<file path="config.mk">
export PLATFORM = sky130hd
export DESIGN_NAME = hazard_seq_ctrl
export DESIGN_NICKNAME = d
export VERILOG_FILES = /design/src/rtl/hazard_seq_ctrl.sv
export SDC_FILE = /design/constraint.sdc
export NUM_CORES = 1
export LEC_CHECK = 0
export BUFFER_PORTS_ARGS = -buffer_cell sky130_fd_sc_hd__buf_2
export CAP_MARGIN = 10
export CORE_MARGIN = 10
export CORE_UTILIZATION = 34
export DETAILED_ROUTE_END_ITERATION = 8
export GPL_TIMING_DRIVEN = 0
export SLEW_MARGIN = 20
export SYNTH_ARGS = -nofsm -noshare
export SYNTH_HDL_FRONTEND = slang
export SYNTH_SLANG_ARGS = --single-unit
</file>
<file path="constraint.sdc">
create_clock -name clk -period 3.5 [get_ports clk]
set_input_delay 0.35 -clock clk [delete_from_list [all_inputs] [get_ports clk]]
set_output_delay 0.35 -clock clk [all_outputs]
set_load 0.1 [all_outputs]
</file>
<file path="src/rtl/hazard_seq_ctrl.sv">
`default_nettype none
// ============================================================================
//  Module      : hazard_seq_ctrl
//  Description : Pipeline sequencing controller for the 6-stage core.
//                Generates load-use stalls, taken-branch flushes and the
//                per-register micro-op stream for LM/SM instructions.
//  Revision    : 1.0 - initial release
// ============================================================================
module hazard_seq_ctrl #(
   parameter logic [3:0] OPC_LM = 4'b0110,
   parameter logic [3:0] OPC_SM = 4'b0111,
   parameter logic [2:0] PC_REG = 3'b111
) (
   input  logic       clk,
   input  logic       reset,
   input  logic       rr_valid,
   input  logic [3:0] rr_opcode,
   input  logic [2:0] rr_rs1,
   input  logic [2:0] rr_rs2,
   input  logic       rr_use_rs1,
   input  logic       rr_use_rs2,
   input  logic [7:0] rr_mask,
   input  logic       ex_valid,
   input  logic       ex_is_load,
   input  logic [2:0] ex_rd,
   input  logic       ex_branch_taken,
   output logic       pc_stall,
   output logic       if_id_stall,
   output logic       id_rr_stall,
   output logic       rr_ex_bubble,
   output logic       flush_if_id,
   output logic       flush_id_rr,
   output logic       seq_valid,
   output logic       seq_is_store,
   output logic [2:0] seq_reg,
   output logic [2:0] seq_offset,
   output logic       seq_last
);

   typedef enum logic [0:0] {
      IDLE = 1'b0,
      SEQ  = 1'b1
   } state_t;

   state_t     state_q,    state_d;
   logic [7:0] rem_mask_q, rem_mask_d;
   logic [2:0] offset_q,   offset_d;
   logic       is_store_q, is_store_d;

   logic       w_load_use;
   logic       w_is_lmsm;
   logic [2:0] w_low_idx;
   logic       w_one_left;
   logic       w_store_hazard;
   logic       w_stall;

   // Hazard detection and lowest-set-bit selection for the remaining mask
   always_comb begin
      w_load_use = rr_valid && ex_valid && ex_is_load && (ex_rd != PC_REG) &&
                   ((rr_use_rs1 && (rr_rs1 == ex_rd)) ||
                    (rr_use_rs2 && (rr_rs2 == ex_rd)));
      w_is_lmsm  = (rr_opcode == OPC_LM) || (rr_opcode == OPC_SM);
      // Scan high to low so the last hit wins: that is the lowest set bit
      w_low_idx  = 3'd0;
      for (int i = 7; i >= 0; i--) begin
         if (rem_mask_q[i]) begin
            w_low_idx = i[2:0];
         end
      end
      // x & (x-1) is zero exactly when at most one bit is set
      w_one_left = (rem_mask_q != 8'd0) &&
                   ((rem_mask_q & (rem_mask_q - 8'd1)) == 8'd0);
      w_store_hazard = is_store_q && ex_valid && ex_is_load &&
                       (ex_rd == w_low_idx) && (w_low_idx != PC_REG);
   end

   // Next-state and output decode in priority order: reset, flush, hazard, LM/SM
   always_comb begin
      state_d      = state_q;
      rem_mask_d   = rem_mask_q;
      offset_d     = offset_q;
      is_store_d   = is_store_q;
      w_stall      = 1'b0;
      rr_ex_bubble = 1'b0;
      flush_if_id  = 1'b0;
      flush_id_rr  = 1'b0;
      seq_valid    = 1'b0;
      seq_is_store = 1'b0;
      seq_reg      = 3'd0;
      seq_offset   = 3'd0;
      seq_last     = 1'b0;

      if (reset) begin
         state_d    = IDLE;
         rem_mask_d = 8'd0;
         offset_d   = 3'd0;
         is_store_d = 1'b0;
      end else if (ex_branch_taken) begin
         // A redirect kills everything younger, including any open sequence
         flush_if_id  = 1'b1;
         flush_id_rr  = 1'b1;
         rr_ex_bubble = 1'b1;
         state_d      = IDLE;
         rem_mask_d   = 8'd0;
         offset_d     = 3'd0;
      end else begin
         case (state_q)
            IDLE: begin
               if (w_load_use) begin
                  // One bubble is enough: next cycle EX holds the NOP
                  w_stall      = 1'b1;
                  rr_ex_bubble = 1'b1;
               end else if (rr_valid && w_is_lmsm && (rr_mask != 8'd0)) begin
                  w_stall      = 1'b1;
                  rr_ex_bubble = 1'b1;
                  rem_mask_d   = rr_mask;
                  offset_d     = 3'd0;
                  is_store_d   = (rr_opcode == OPC_SM);
                  state_d      = SEQ;
               end
            end
            SEQ: begin
               seq_is_store = is_store_q;
               seq_reg      = w_low_idx;
               seq_offset   = offset_q;
               seq_last     = w_one_left;
               if (w_store_hazard) begin
                  // Hold the mask so the same store reissues next cycle
                  w_stall      = 1'b1;
                  rr_ex_bubble = 1'b1;
               end else begin
                  seq_valid  = 1'b1;
                  w_stall    = !w_one_left;
                  rem_mask_d = rem_mask_q & (rem_mask_q - 8'd1);
                  offset_d   = offset_q + 3'd1;
                  if (w_one_left) begin
                     state_d = IDLE;
                  end
               end
            end
            default: begin
               state_d = IDLE;
            end
         endcase
      end

      pc_stall    = w_stall;
      if_id_stall = w_stall;
      id_rr_stall = w_stall;
   end

   // State registers with synchronous reset
   always_ff @(posedge clk) begin
      if (reset) begin
         state_q    <= IDLE;
         rem_mask_q <= 8'd0;
         offset_q   <= 3'd0;
         is_store_q <= 1'b0;
      end else begin
         state_q    <= state_d;
         rem_mask_q <= rem_mask_d;
         offset_q   <= offset_d;
         is_store_q <= is_store_d;
      end
   end

endmodule
`default_nettype wire

</file>
==> impl_metrics.ini <==
[logic_synthesis]
async_flop_share = 0
synth_edf_count = 0
synth_area_leaders = dfxtp_1 (21%), clkbuf_8 (6.7%), a21oi_1 (4.5%), xnor2_1 (4.3%), nand3_1 (4.1%)
yosys.area.top_type = dfxtp_1
synth_area_sq_mm = 0.00122
ys_top_cells_by_count = dfxtp_1 (13), nand2_1 (12), nor2_1 (12)
synth_nets = 182
ys_ff_latch = 13
yosys.cell_count.top_type = dfxtp_1
postSynthAreaPerCell_sq_um = 8.05
ys_seq_area_frac = 0.213
ys.flop_type = dfxtp_1
yosys_warnings = 0
synthCells = 152
synth.top_cell.area_share = 0.213
ys_types = 48

[pwr]
combPwrFrac = 0.274
p_per_area_mw_per_mm2 = 215
power_mw = 0.337
p_leak_nw = 0.625
irDropWorstVdd_uv = 119
clkPwrFrac = 0.280
p_sw_frac = 0.322
intPower_mw = 0.228
p_seq_frac = 0.445
p_sw_mw = 0.109

[placed_design]
dpl-instance-area_sq_mm = 0.00152
port_buffers = 42
gp_congestion = 0.839
dpl_worst_slack_ns = 0.0588
dp_hpwl_um = 2980

[floorplanning]
die_y_um = 80.0
dieArea_sq_mm = 0.00640
die_w_um = 80.0
io_pins = 44
initial_utilization = 0.358
core_sq_mm = 0.00342
num_rows = 21

[timing]
fin_crit_sh = 0.935
finalSetupViolCount = 0
period_needed_ns = 3.27
fmax_mhz = 306
setup_tns_ns = 0
rsz0062_at_grt = false
slew_headroom = 0.574
max_slew.worst_pin.slew_ns = 0.637
skew_ns = 0.00557
hold_violations = 0
report.final.slew_viol_count = 0
fin_ws_ns = 0.227

[grt]
antenna_found_initial = 0
grt_usage = 0.118
grt_pass1_wl_um = 6270
grt_pass1_vias = 1346
grt_overflow = 0
grt_start_max_net_pins = 11

[worst_setup_path]
cp.required_ns = 3.15
worstPathCellList = buf_6 > or4_4 > o21ai_1 > nand4_1 > nor4_4 > o21ai_0 > a21oi_4 > buf_4 > buf_4
cp-startpoint = rem_mask_q[2]
worst_ep_arrival_time_ns = 2.92
r2r-start = rem_mask_q[2]
critPathMaxFanout = 10
crit_buf_inv = 3
max_stage_delay_ns = 0.53
end_kind = primary output
crit_type = reg2out
reg2reg_depth = 8
cp_top_family = simple AND/OR/NAND/NOR gates
startpoint_type = register
crit_slowest_cell = or4_4
r2r-end = offset_q[0]
reg2reg_slack_ns = 1.10
cp_common_cell = buf_4

[worst_hold_path]
min_path_cells = 2
hp-class = in2reg
hold_end = is_store_q
min_from = reset

[detailed_routing]
vias = 1291
ant_nets = 0
wl_per_cell_um = 15.3
postRouteWirelength_um = 3720
drtIter0Drc = 100
viasPerCell = 5.29
dr.pass1.iters = 4
drc_errors = 0

[clocking]
cts_tree = done
cts_made_buffers = 3
cts_buffer_depth = 2
root_buffer = clkbuf_4
path_clk_slew_ns = 0.09
cts_hold_buf = 0
clock-sinks = 13
htreeDepth = 1
insertion_delay_ns = 0.28

[finish]
multi_input_area_sq_um = 790
drive_above_1_share = 0.369
num-fill-cells = 358
area_growth_pct = 27.9
final_cell_area_sq_mm = 0.00157
final_util = 0.458
diodes = 0
regArea_sq_um = 260
fin_nets = 229

[flow_run]
max_cap_violations = 0

[run_status]
outcome = finished clean
[per-layer routing]
metal / wire length, um / vias to the layer above / GRT usage
li1: - / 659 / -
met1: 1590 / 596 / 0.142
met2: 1880 / 34 / 0.200
met3: 233 / 2 / 0.0405
met4: 14 / 0 / 0.0211
met5: 0 / - / 0
[what timing repair did]
item                       CTS  global route
pin swaps                    0             0
gates resized for setup      3             2
buffers inserted             0             0
gates cloned                 0             0
setup endpoints to repair    3             3
[worst reg2reg max path: cells and delay by family (launching register included)]
kind	cells	cell delay, ns
and+or+nand+nor	3	0.80
buffers and inverters	2	0.34
DFF	1	0.31
AOI/OAI and AO/OA	3	0.86
[how the worst max path moves through the flow]
stage	depth (start not counted)	slack, ns	endpoint
final	9	0.23	if_id_stall
after global routing	9	0.03	if_id_stall
after CTS	8	0.05	id_rr_stall
after detailed placement	9	0.06	pc_stall
after global placement	9	0.16	if_id_stall
after floorplan	3	0.14	seq_reg[2]
[final cells by class]
cell class | instances | area share
clock buffers | 3 | 0.0144
plain buffers | 16 | 0.126
flip-flops and latches | 13 | 0.166
multi-input cells | 119 | 0.504
clock inverters | 1 | 0.00320
well taps | 46 | 0.0368
inverters | 4 | 0.00959
repair buffers | 42 | 0.139
[cells in the final DEF (no fill, tap or decap), drive strengths merged, types with 6 or more instances in the layout]
cell type,n
a31oi,6
nor2,12
nor4,6
nand3,10
buf,49
o21ai,8
a21oi,11
nand2,12
xnor2,6
clkbuf,11
dfxtp,13
[registers in the layout, summed over array words and instances (netlist names)]
register,count
is_store_q,1
rem_mask_q,8
offset_q,3
state_q,1
[kinds of logic after synthesis]
group / count (synthesis) / share of synthesized area
adders and majority gates: 2 / 0.0184
AOI/OAI and AO/OA: 42 / 0.240
and+or+nand+nor: 69 / 0.312
xor gates and xnor gates: 6 / 0.0429
DFF: 13 / 0.213
buffers and inverters: 20 / 0.174
[stage by stage]
stage | cells | hold slack (ns)
floorplan | 152 | 0.419
detailed placement | 240 | 0.481
global placement | 240 | 0.479
finish | 244 | 0.281
global route | 244 | 0.276
CTS | 244 | 0.266
[power by group through the flow]
stage               Clock (mW)  Combinational (mW)  Sequential [mW]
floorplan                    0              0.0610            0.153
global placement             0              0.0892            0.153
detailed placement           0              0.0907            0.153
CTS                      0.102              0.0918            0.150
global route             0.113              0.0996            0.150
finish                  0.0944              0.0924            0.150
No activity file was read; power rests on OpenSTA's default activity.
